`config.mk`:
```
export PLATFORM = sky130hd
export DESIGN_NAME = alu_op_sequencer_flat
export DESIGN_NICKNAME = d
export VERILOG_FILES = /design/src/rtl/alu_op_sequencer_if.sv /design/src/rtl/alu_op_sequencer.sv /design/src/flat_wrapper.sv
export SDC_FILE = /design/constraint.sdc
export NUM_CORES = 1
export LEC_CHECK = 0
export CORE_MARGIN = 2
export CORE_UTILIZATION = 49
export DETAILED_ROUTE_END_ITERATION = 12
export PLACE_DENSITY = 0.8
export SKIP_CTS_REPAIR_TIMING = 1
export SYNTH_ARGS = -nofsm -noshare
export SYNTH_HDL_FRONTEND = slang
export SYNTH_SLANG_ARGS = --single-unit
```
`constraint.sdc`:
```
create_clock -name clk -period 2.3 [get_ports clk]
set_input_delay 0.46 -clock clk [delete_from_list [all_inputs] [get_ports clk]]
set_output_delay 0.46 -clock clk [all_outputs]
set_load 0.02 [all_outputs]
```
`src/rtl/alu_op_sequencer_if.sv`:
```
// ---------------------------------------------------------------------------
// alu_op_sequencer_if
// Handshake bundle between decode, the ALU op sequencer and execute.
//   Input side : in_valid/in_ready handshake plus funct, ALU_op, shamt.
//   Output side: out_valid/out_ready handshake plus the ALU control bundle,
//                micro-op step fields and the error flags.
// Modports:
//   master - decode/execute side (drives the op and out_ready)
//   slave  - sequencer side (drives in_ready and the control bundle)
// ---------------------------------------------------------------------------
interface alu_op_sequencer_if #(
  parameter int SHAMT_W = 4
);
  logic               in_valid;
  logic               in_ready;
  logic [1:0]         funct;
  logic [4:0]         ALU_op;
  logic [SHAMT_W-1:0] shamt;
  logic               out_valid;
  logic               out_ready;
  logic [3:0]         ALU_control;
  logic               inv_A;
  logic               inv_B;
  logic               B_to_zero;
  logic               c_in;
  logic               shift_A;
  logic               sign;
  logic               less_than;
  logic               equal_to;
  logic               set_CO;
  logic [SHAMT_W-1:0] step_amt;
  logic               step_first;
  logic               step_last;
  logic               err;
  logic               err_seen;

  modport master (
    output in_valid, funct, ALU_op, shamt, out_ready,
    input  in_ready, out_valid, ALU_control, inv_A, inv_B, B_to_zero, c_in,
           shift_A, sign, less_than, equal_to, set_CO, step_amt, step_first,
           step_last, err, err_seen
  );

  modport slave (
    input  in_valid, funct, ALU_op, shamt, out_ready,
    output in_ready, out_valid, ALU_control, inv_A, inv_B, B_to_zero, c_in,
           shift_A, sign, less_than, equal_to, set_CO, step_amt, step_first,
           step_last, err, err_seen
  );
endinterface

```
`src/rtl/alu_op_sequencer.sv`:
```
// ---------------------------------------------------------------------------
// alu_op_sequencer
// Decodes {funct, ALU_op} into the execute-stage ALU control bundle and holds
// it in an output register behind a valid/ready handshake. Shift/rotate ops
// larger than MAX_STEP are split into several micro-ops so a narrow shifter
// can serve the full datapath width.
// Ports:
//   clk  - clock
//   rst  - synchronous active-high reset
//   bus  - alu_op_sequencer_if.slave (op input, control bundle output)
// ---------------------------------------------------------------------------
module alu_op_sequencer #(
  parameter int DATA_WIDTH = 16,
  parameter int SHAMT_W    = 4,
  parameter int MAX_STEP   = 4
) (
  input  logic                clk,
  input  logic                rst,
  alu_op_sequencer_if.slave   bus
);

  if (SHAMT_W != $clog2(DATA_WIDTH)) begin : g_bad_shamt_w
    $error("SHAMT_W must equal clog2(DATA_WIDTH)");
  end
  if ((MAX_STEP < 1) || (MAX_STEP > DATA_WIDTH)) begin : g_bad_max_step
    $error("MAX_STEP must lie in 1..DATA_WIDTH");
  end

  // One extra bit so MAX_STEP == DATA_WIDTH is representable.
  localparam logic [SHAMT_W:0] LP_MAX = (SHAMT_W+1)'(MAX_STEP);

  typedef enum logic [1:0] {
    S_IDLE = 2'd0,
    S_EMIT = 2'd1,
    S_ITER = 2'd2
  } state_t;

  typedef struct packed {
    logic [3:0] ctrl;
    logic       inv_a;
    logic       inv_b;
    logic       b_to_zero;
    logic       c_in;
    logic       shift_a;
    logic       sign;
    logic       less_than;
    logic       equal_to;
    logic       set_co;
    logic       err;
  } ctrl_t;

  // True when the remaining amount finishes within this micro-op.
  function automatic logic fits_one(input logic [SHAMT_W-1:0] rem);
    fits_one = ({1'b0, rem} <= LP_MAX);
  endfunction

  // min(rem, MAX_STEP); the else branch only arises when MAX_STEP < rem.
  function automatic logic [SHAMT_W-1:0] step_of(input logic [SHAMT_W-1:0] rem);
    if (fits_one(rem)) begin
      step_of = rem;
    end else begin
      step_of = LP_MAX[SHAMT_W-1:0];
    end
  endfunction

  state_t             r_state;
  state_t             w_state_next;
  ctrl_t              r_ctrl;
  ctrl_t              w_dec;
  logic               w_is_shift;
  logic [SHAMT_W-1:0] r_remaining;
  logic [SHAMT_W-1:0] w_rem_next;
  logic [SHAMT_W-1:0] r_step_amt;
  logic               r_step_first;
  logic               r_step_last;
  logic               r_err_seen;
  logic               w_out_valid;
  logic               w_in_ready;
  logic               w_in_fire;
  logic               w_out_fire;
  logic               w_load;
  logic               w_advance;
  logic               w_clear;

  assign w_out_valid = (r_state != S_IDLE);
  assign w_in_ready  = !w_out_valid | (bus.out_ready & r_step_last);
  assign w_in_fire   = bus.in_valid & w_in_ready;
  assign w_out_fire  = w_out_valid & bus.out_ready;
  assign w_rem_next  = r_remaining - r_step_amt;

  // Decode {funct, ALU_op} into a control bundle; funct matters only for 00000/00001.
  always_comb begin
    w_dec      = '0;
    w_is_shift = 1'b0;
    case (bus.ALU_op)
      5'b00000: begin
        case (bus.funct)
          2'b00: begin w_dec.ctrl = 4'd0; w_dec.sign = 1'b1; end
          2'b01: begin
            w_dec.ctrl = 4'd0; w_dec.inv_a = 1'b1; w_dec.c_in = 1'b1; w_dec.sign = 1'b1;
          end
          2'b10: begin w_dec.ctrl = 4'd2; end
          2'b11: begin w_dec.ctrl = 4'd3; w_dec.inv_b = 1'b1; end
          default: begin w_dec.err = 1'b1; end
        endcase
      end
      5'b00001: begin w_is_shift = 1'b1; w_dec.ctrl = {2'b01, bus.funct}; end
      5'b00010: begin
        w_dec.inv_a = 1'b1; w_dec.c_in = 1'b1; w_dec.sign = 1'b1; w_dec.equal_to = 1'b1;
      end
      5'b00011: begin
        w_dec.inv_a = 1'b1; w_dec.c_in = 1'b1; w_dec.sign = 1'b1; w_dec.less_than = 1'b1;
      end
      5'b00100: begin
        w_dec.inv_a = 1'b1; w_dec.c_in = 1'b1; w_dec.sign = 1'b1;
        w_dec.less_than = 1'b1; w_dec.equal_to = 1'b1;
      end
      5'b00101: begin w_dec.sign = 1'b1; w_dec.set_co = 1'b1; end
      5'b00110: begin w_dec.ctrl = 4'd8; end
      5'b00111: begin w_dec.sign = 1'b1; end
      5'b01000: begin w_dec.inv_a = 1'b1; w_dec.c_in = 1'b1; w_dec.sign = 1'b1; end
      5'b01001: begin w_dec.ctrl = 4'd2; end
      5'b01010: begin w_dec.ctrl = 4'd3; w_dec.inv_b = 1'b1; end
      5'b01011: begin w_is_shift = 1'b1; w_dec.ctrl = 4'd4; end
      5'b01100: begin w_is_shift = 1'b1; w_dec.ctrl = 4'd5; end
      5'b01101: begin w_is_shift = 1'b1; w_dec.ctrl = 4'd6; end
      5'b01110: begin w_is_shift = 1'b1; w_dec.ctrl = 4'd7; end
      5'b01111: begin w_dec.ctrl = 4'd1; w_dec.shift_a = 1'b1; end
      5'b10000: begin w_dec.b_to_zero = 1'b1; w_dec.sign = 1'b1; end
      default:  begin w_dec.err = 1'b1; end
    endcase
  end

  // Next-state logic: load a new op, step to the next micro-op, or drain to idle.
  always_comb begin
    w_state_next = r_state;
    w_load       = 1'b0;
    w_advance    = 1'b0;
    w_clear      = 1'b0;
    case (r_state)
      S_IDLE: begin
        if (w_in_fire) begin
          w_state_next = S_EMIT;
          w_load       = 1'b1;
        end else begin
          w_state_next = S_IDLE;
        end
      end
      S_EMIT, S_ITER: begin
        if (w_out_fire && r_step_last && w_in_fire) begin
          w_state_next = S_EMIT;
          w_load       = 1'b1;
        end else if (w_out_fire && r_step_last) begin
          w_state_next = S_IDLE;
          w_clear      = 1'b1;
        end else if (w_out_fire) begin
          w_state_next = S_ITER;
          w_advance    = 1'b1;
        end else begin
          w_state_next = r_state;
        end
      end
      default: begin
        w_state_next = S_IDLE;
        w_clear      = 1'b1;
      end
    endcase
  end

  // State, output bundle and micro-op counter registers.
  always_ff @(posedge clk) begin
    if (rst) begin
      r_state      <= S_IDLE;
      r_ctrl       <= '0;
      r_remaining  <= '0;
      r_step_amt   <= '0;
      r_step_first <= 1'b0;
      r_step_last  <= 1'b0;
      r_err_seen   <= 1'b0;
    end else begin
      r_state    <= w_state_next;
      r_err_seen <= r_err_seen | (w_load & w_dec.err);
      if (w_load) begin
        r_ctrl       <= w_dec;
        r_step_first <= 1'b1;
        if (w_is_shift) begin
          r_remaining <= bus.shamt;
          r_step_amt  <= step_of(bus.shamt);
          r_step_last <= fits_one(bus.shamt);
        end else begin
          r_remaining <= '0;
          r_step_amt  <= '0;
          r_step_last <= 1'b1;
        end
      end else if (w_advance) begin
        r_remaining  <= w_rem_next;
        r_step_amt   <= step_of(w_rem_next);
        r_step_last  <= fits_one(w_rem_next);
        r_step_first <= 1'b0;
      end else if (w_clear) begin
        r_ctrl       <= '0;
        r_remaining  <= '0;
        r_step_amt   <= '0;
        r_step_first <= 1'b0;
        r_step_last  <= 1'b0;
      end else begin
        r_ctrl <= r_ctrl;
      end
    end
  end

  assign bus.in_ready    = w_in_ready;
  assign bus.out_valid   = w_out_valid;
  assign bus.ALU_control = r_ctrl.ctrl;
  assign bus.inv_A       = r_ctrl.inv_a;
  assign bus.inv_B       = r_ctrl.inv_b;
  assign bus.B_to_zero   = r_ctrl.b_to_zero;
  assign bus.c_in        = r_ctrl.c_in;
  assign bus.shift_A     = r_ctrl.shift_a;
  assign bus.sign        = r_ctrl.sign;
  assign bus.less_than   = r_ctrl.less_than;
  assign bus.equal_to    = r_ctrl.equal_to;
  assign bus.set_CO      = r_ctrl.set_co;
  assign bus.err         = r_ctrl.err;
  assign bus.step_amt    = r_step_amt;
  assign bus.step_first  = r_step_first;
  assign bus.step_last   = r_step_last;
  assign bus.err_seen    = r_err_seen;

endmodule

```
`src/flat_wrapper.sv`:
```
// flat-port wrapper written by rule: the top's interface ports become plain ports
module alu_op_sequencer_flat 
#(
  parameter int DATA_WIDTH = 16,
  parameter int SHAMT_W    = 4,
  parameter int MAX_STEP   = 4
)
  (clk, rst, bus_in_valid, bus_funct, bus_ALU_op, bus_shamt, bus_out_ready, bus_in_ready, bus_out_valid, bus_ALU_control, bus_inv_A, bus_inv_B, bus_B_to_zero, bus_c_in, bus_shift_A, bus_sign, bus_less_than, bus_equal_to, bus_set_CO, bus_step_amt, bus_step_first, bus_step_last, bus_err, bus_err_seen);
  alu_op_sequencer_if #(.SHAMT_W(SHAMT_W)) bus_i ();
  input  logic clk;
  input  logic rst;
  input wire logic [$bits(bus_i.in_valid)-1:0] bus_in_valid;
  input wire logic [$bits(bus_i.funct)-1:0] bus_funct;
  input wire logic [$bits(bus_i.ALU_op)-1:0] bus_ALU_op;
  input wire logic [$bits(bus_i.shamt)-1:0] bus_shamt;
  input wire logic [$bits(bus_i.out_ready)-1:0] bus_out_ready;
  output wire logic [$bits(bus_i.in_ready)-1:0] bus_in_ready;
  output wire logic [$bits(bus_i.out_valid)-1:0] bus_out_valid;
  output wire logic [$bits(bus_i.ALU_control)-1:0] bus_ALU_control;
  output wire logic [$bits(bus_i.inv_A)-1:0] bus_inv_A;
  output wire logic [$bits(bus_i.inv_B)-1:0] bus_inv_B;
  output wire logic [$bits(bus_i.B_to_zero)-1:0] bus_B_to_zero;
  output wire logic [$bits(bus_i.c_in)-1:0] bus_c_in;
  output wire logic [$bits(bus_i.shift_A)-1:0] bus_shift_A;
  output wire logic [$bits(bus_i.sign)-1:0] bus_sign;
  output wire logic [$bits(bus_i.less_than)-1:0] bus_less_than;
  output wire logic [$bits(bus_i.equal_to)-1:0] bus_equal_to;
  output wire logic [$bits(bus_i.set_CO)-1:0] bus_set_CO;
  output wire logic [$bits(bus_i.step_amt)-1:0] bus_step_amt;
  output wire logic [$bits(bus_i.step_first)-1:0] bus_step_first;
  output wire logic [$bits(bus_i.step_last)-1:0] bus_step_last;
  output wire logic [$bits(bus_i.err)-1:0] bus_err;
  output wire logic [$bits(bus_i.err_seen)-1:0] bus_err_seen;
  assign bus_i.in_valid = bus_in_valid;
  assign bus_i.funct = bus_funct;
  assign bus_i.ALU_op = bus_ALU_op;
  assign bus_i.shamt = bus_shamt;
  assign bus_i.out_ready = bus_out_ready;
  assign bus_in_ready = bus_i.in_ready;
  assign bus_out_valid = bus_i.out_valid;
  assign bus_ALU_control = bus_i.ALU_control;
  assign bus_inv_A = bus_i.inv_A;
  assign bus_inv_B = bus_i.inv_B;
  assign bus_B_to_zero = bus_i.B_to_zero;
  assign bus_c_in = bus_i.c_in;
  assign bus_shift_A = bus_i.shift_A;
  assign bus_sign = bus_i.sign;
  assign bus_less_than = bus_i.less_than;
  assign bus_equal_to = bus_i.equal_to;
  assign bus_set_CO = bus_i.set_CO;
  assign bus_step_amt = bus_i.step_amt;
  assign bus_step_first = bus_i.step_first;
  assign bus_step_last = bus_i.step_last;
  assign bus_err = bus_i.err;
  assign bus_err_seen = bus_i.err_seen;
  alu_op_sequencer #(.DATA_WIDTH(DATA_WIDTH), .SHAMT_W(SHAMT_W), .MAX_STEP(MAX_STEP)) u_core (.clk(clk), .rst(rst), .bus(bus_i));
endmodule
```
; ---- Word level (Yosys, flattened, before mapping)
; Index checks and enable logic that the tools add are counted.
[classes]
n_addsub = 1
n_lt_le_gt_ge = 2
n_eq_ne = 23
n_mux = 48
n_bitwise = 6
reduce_logical = 18
[op_table]
columns = op, count
row1 = $mux 14, 3
row2 = $eq 5x4->1 const B, 8
row3 = $pmux 4 s10, 1
row4 = $mux 4, 9
row5 = $mux 1, 25
row6 = $eq 5x3->1 const B, 4
row7 = $reduce_or 17->1, 1
row8 = $pmux 4 s3, 1
row9 = $eq 5x2->1 const B, 2
row10 = $pmux 1 s2, 5
row11 = $le 4x3->1 const B, 2
row12 = $reduce_or 2->1, 4
row13 = $reduce_or 7->1, 1
row14 = $eq 2x2->1 const B, 3
row15 = $mux 2, 3
row16 = $eq 5x1->1 const B, 1
row17 = $eq 5x5->1 const B, 1
row18 = $logic_not 5->1, 1
row19 = $reduce_or 5->1, 1
row20 = $and 1x1->1, 4
row21 = $eq 2x1->1 const B, 2
row22 = $logic_not 2->1, 2
row23 = $ne 4x1->1 const B, 1
row24 = $pmux 2 s2, 1
row25 = 9 further kinds, 12
[word_totals]
reg_bits = 27
in_bits = 15

; ---- Depth between registers and ports, before layout
[logic_depth]
word_depth = 10
ltp_mapped = 8
mapped_depth_nobuf = 8

; ---- Least setup slack after synthesis
; Ideal clock, no wire load.
[synth_timing]
kind = register to register
from = reg u_core.r_step_amt[0], in the netlist u_core.bus.step_amt[0]
to = reg u_core.r_step_amt[1], in the netlist u_core.bus.step_amt[1]
setup_time_ns = 0.079
t_arrival_ns = 1.831
t_required_ns = 2.221
setup_slack_ns = 0.390
stages_incl_launch_ff = 8
n_path_buf = 0
synth_period_minus_slack_ns = 1.910
path_cell_list = dfxtp_1 > ha_1 > fa_1 > nand2_1 > a21oi_1 > nand3b_1 > o221a_1 > a211oi_2
[synth_via]
elab_chain_cells = 5
[synth_lines]
columns = item, line
row1 = from (decl), alu_op_sequencer.sv:73  ; logic [SHAMT_W-1:0] r_step_amt;
row2 = from (signal assigned), alu_op_sequencer.sv:188  ; r_step_amt <= step_of(bus.shamt);
row3 = from (signal assigned), alu_op_sequencer.sv:197  ; r_step_amt <= step_of(w_rem_next);
row4 = $sub 4x4->4 (*), alu_op_sequencer.sv:89  ; assign w_rem_next = r_remaining - r_step_amt;
row5 = $le 4x3->1, alu_op_sequencer.sv:54  ; fits_one = ({1'b0, rem} <= LP_MAX);
row6 = $mux 4 (*), alu_op_sequencer.sv:59  ; if (fits_one(rem)) begin
row7 = $mux 4 (*), alu_op_sequencer.sv:195  ; end else if (w_advance) begin
row8 = $mux 4 (*), alu_op_sequencer.sv:183  ; if (w_load) begin
; Mark *: on every way between the ends. The rest lies on a longest branch, timed or not.
; A chain may end at the register's enable or synchronous reset.

; ---- Worst setup path after layout
[layout_timing]
from = reg u_core.r_state[0]
to = out bus_out_valid
[layout_via]
elab_chain_cells = 1
[layout_lines]
columns = item, line
row1 = from (decl), alu_op_sequencer.sv:66  ; state_t r_state;
row2 = from (signal assigned), alu_op_sequencer.sv:181  ; r_state <= w_state_next;
row3 = $reduce_bool 2->1, alu_op_sequencer.sv:85  ; assign w_out_valid = (r_state != S_IDLE);
row4 = to (decl), flat_wrapper.sv:18  ; output wire logic [$bits(bus_i.out_valid)-1:0] bus_out_valid;
; Every way passes these cells.

==> metrics.md <==
| Metric | Value |
|---|---|
| Most frequent cells in the layout | `clkdlybuf4s50_1 (36), dfxtp_1 (26), nor2_1 (21)` |
| First DRT Iteration DRCs | `110` |
| # nets final | `roughly 250` |
| Clk_skew | `~0.005 ns` |
| Number of diodes | `0` |
| Initial DRT Pass Iterations | `5` |
| Antenna violations before repair | `0` |
| Root Driver | `clkbuf_4` |
| Dpl cells | `259` |
| Core Area | `3000 um^2` |
| Final Hold Fails | `0` |
| Maximum VDD drop | `around 0.33 mV` |
| CTS tree | `yes` |
| Largest net degree at the start of global routing | `16` |
| Via/cell ratio | `approximately 5.7` |
| Worst EP required | `between 1.5 and 2 ns` |
| Non-Filler Instances | `around 260` |
| Combinational family with the most area after synthesis | `compound AO/OA/AOI/OAI gates` |
| Kind of start point of the critical path | `flip-flop` |
| Remaining DRCs | `0` |
| Complex-gate fraction of the synthesized area | `between 20 and 30%` |
| I/O Pins | `38` |
| Die area | `~3600 um^2` |
| Cell Area, Placed | `1980 um^2` |
| Yosys Warn Count | `0` |
| Min Tclk post-route | `approximately 2.2 ns` |
| Vias in the first global route | `~1,400` |
| Commonest non-fill, non-tap cell in the layout | `clkdlybuf4s50_1` |
| Per-cell routed wire length | `between 10 and 15 um` |
| Synth-to-layout area growth | `32.1%` |
| RSZ-0062 raised after global routing | `false` |
| Die height | `between 50 and 60 um` |
| FFs w/ async S/R, synth | `0%` |
| Post-synthesis average cell area | `about 8.1 um^2` |
| # setup viols final | `0` |
| # H-tree levels | `1` |
| Sequential-to-total area share from yosys stat | `roughly a third` |
| Post-Syn Nets | `~210` |
| Hold Crit Class | `flip-flop to flip-flop` |
| Vias | `~1,500` |
| Adder-Cell Fraction of Synth Area | `5.40%` |
| Fraction of the mapped netlist area in simple logic gates | `a little under a quarter` |
| Max-slew violations | `0` |
| Fmax | `between 0.4 and 0.5 GHz` |
| Critical path's slowest cell | `clkdlybuf4s50_1` |
| Netlist cell types | `46` |
| Power Total | `about 1.0 mW` |
| XOR/XNOR share of the synthesized area | `between 1.5 and 2%` |
| RePlAce Congestion | `0.908` |
| Mux cell area share after synthesis | `approximately 1.4%` |
| CP Max Fanout | `6` |
| Share of cells above drive strength 1 | `10.0%` |
| Leak | `0.754 nW` |
| Synth Register Bits | `26` |
| Status | `finished clean` |
| Mapped Cells | `~190` |
| First-pass GRT wire length | `about 6000 um` |
| Grt ovf | `0` |
| Worst path arrival time | `~1.7 ns` |
| Final Util | `between 60% and 70%` |
| Starting Density | `between 50% and 60%` |
| EDFF count, synth | `0` |
| Finished layout cell area | `roughly 2000 um^2` |
| Max Cap Viol | `0` |
| Cell Area, Synth | `1530 um^2` |
| Crit path largest cell delay | `0.60 ns` |
| Area of the multi-input gates | `about 920 um^2` |
| Fill cell count | `~280` |
| Setup crit end kind | `output port` |
| Detail Route Antenna Nets | `0` |
| # rows | `20` |
| Min setup slack post-route | `0.114 ns` |
| Worst-Margin Slew | `roughly 0.75 ns` |
| Clk sink count | `26` |
| Clock buffer depth | `2` |
| Ys flop type | `dfxtp_1` |
| Later-pin clock latency in the skew report | `approximately 0.32 ns` |
| CP Class | `flip-flop to output port` |
| Pwr per Cell Area | `502 nW/um^2` |
| HPWL Detailed | `2760 um` |
| Period utilization | `between 90% and 100%` |
| Hold WS | `between 0.4 and 0.5 ns` |
| Width of the die | `about 60 um` |
| Wirelength, routed | `about 3500 um` |
| Clock transition at the registers of the reported paths | `roughly 0.14 ns` |
| Gr usage total | `roughly a fifth` |
| Setup_tns | `0 ns` |
| Register Area | `roughly 520 um^2` |
| Slew HR | `49.7%` |
| Total CTS buffers | `3` |
| IO buf count | `37` |
| DP Worst Slack | `0.0831 ns` |
| Crit-path cells | `inv_1 > ha_1 > inv_2 > clkdlybuf4s50_1` |
[worst paths after layout]
path                       start               endpoint  slack, ns  cells after the start
min          u_core.bus.err_seen    u_core.bus.err_seen       0.46                      2
min reg2reg  u_core.bus.err_seen    u_core.bus.err_seen       0.46                      2
max reg2reg    u_core.r_state[0]  u_core.r_remaining[0]       0.20                      7
max            u_core.r_state[0]          bus_out_valid       0.11                      4
[synth_stat cells (2+ instances only)]
cell,instances,area [um^2]
xnor2_1,3,26.3
o21ai_1,2,10.0
a211oi_1,4,30.0
a21oi_1,15,75.1
nand2b_1,8,50.1
nor2b_1,2,12.5
a221oi_1,3,26.3
a22oi_1,7,52.6
nor2_1,21,78.8
nand3b_1,4,30.0
dfxtp_1,26,521
a32oi_1,3,26.3
ha_1,5,62.6
nand2_1,16,60.1
nor3_1,5,25.0
and3_1,3,18.8
clkbuf_1,8,30.0
o21ai_0,9,45.0
inv_1,11,41.3
a211oi_2,3,37.5
o211a_1,2,20.0
nand3_1,4,20.0
[layer usage]
| layer | routed length, um | GRT usage [%] | vias up |
|---|---|---|---|
| met4 | 19 | 7.30 | 0 |
| met3 | 133 | 2.38 | 2 |
| met2 | 1780 | 36.6 | 35 |
| met5 | 0 | 0 | - |
| li1 | - | - | 768 |
| met1 | 1600 | 26.9 | 687 |
[layout make-up]
type | instances | share of cell area (%)
inverter | 12 | 2.23
tap | 33 | 2.04
clock buffer | 4 | 1.80
timing repair buffer | 48 | 22.5
sequential | 26 | 25.8
multi-input combinational | 140 | 45.6
[worst max-delay path: cells and delay by family, from the launching register on]
| kind | cells | cell delay, ns |
|---|---|---|
| adder cells (fa/ha/maj) | 1 | 0.26 |
| flip-flops | 1 | 0.39 |
| buffers and inverters | 3 | 0.76 |
[report_power, final]
group	total, mW	internal [mW]	switching (mW)
Clock	0.230	0.0967	0.133
Sequential	0.485	0.471	0.0142
Combinational	0.300	0.135	0.164
Total	1.01	0.703	0.312
[kinds of logic (layout without fill, tap and decap cells)]
| family | count (synthesis) | count (layout) |
|---|---|---|
| xor gates and xnor gates | 3 | 3 |
| muxes | 2 | 2 |
| AOI/OAI and AO/OA | 60 | 60 |
| and+or+nand+nor | 69 | 69 |
| DFF | 26 | 26 |
| adders and majority gates | 6 | 6 |
| buffers and inverters | 22 | 64 |
[flip-flops by register name (all words and copies together) (netlist names)]
name / count
u_core.bus.ALU_control: 4
u_core.bus.step_amt: 4
u_core.r_remaining: 4
u_core.r_state: 2
u_core.bus.B_to_zero: 1
u_core.bus.equal_to: 1
u_core.bus.err: 1
u_core.bus.err_seen: 1
u_core.bus.inv_A: 1
u_core.bus.inv_B: 1
u_core.bus.less_than: 1
u_core.bus.set_CO: 1
u_core.bus.shift_A: 1
u_core.bus.sign: 1
u_core.bus.step_first: 1
u_core.bus.step_last: 1
(Power assumes the default switching activity.)
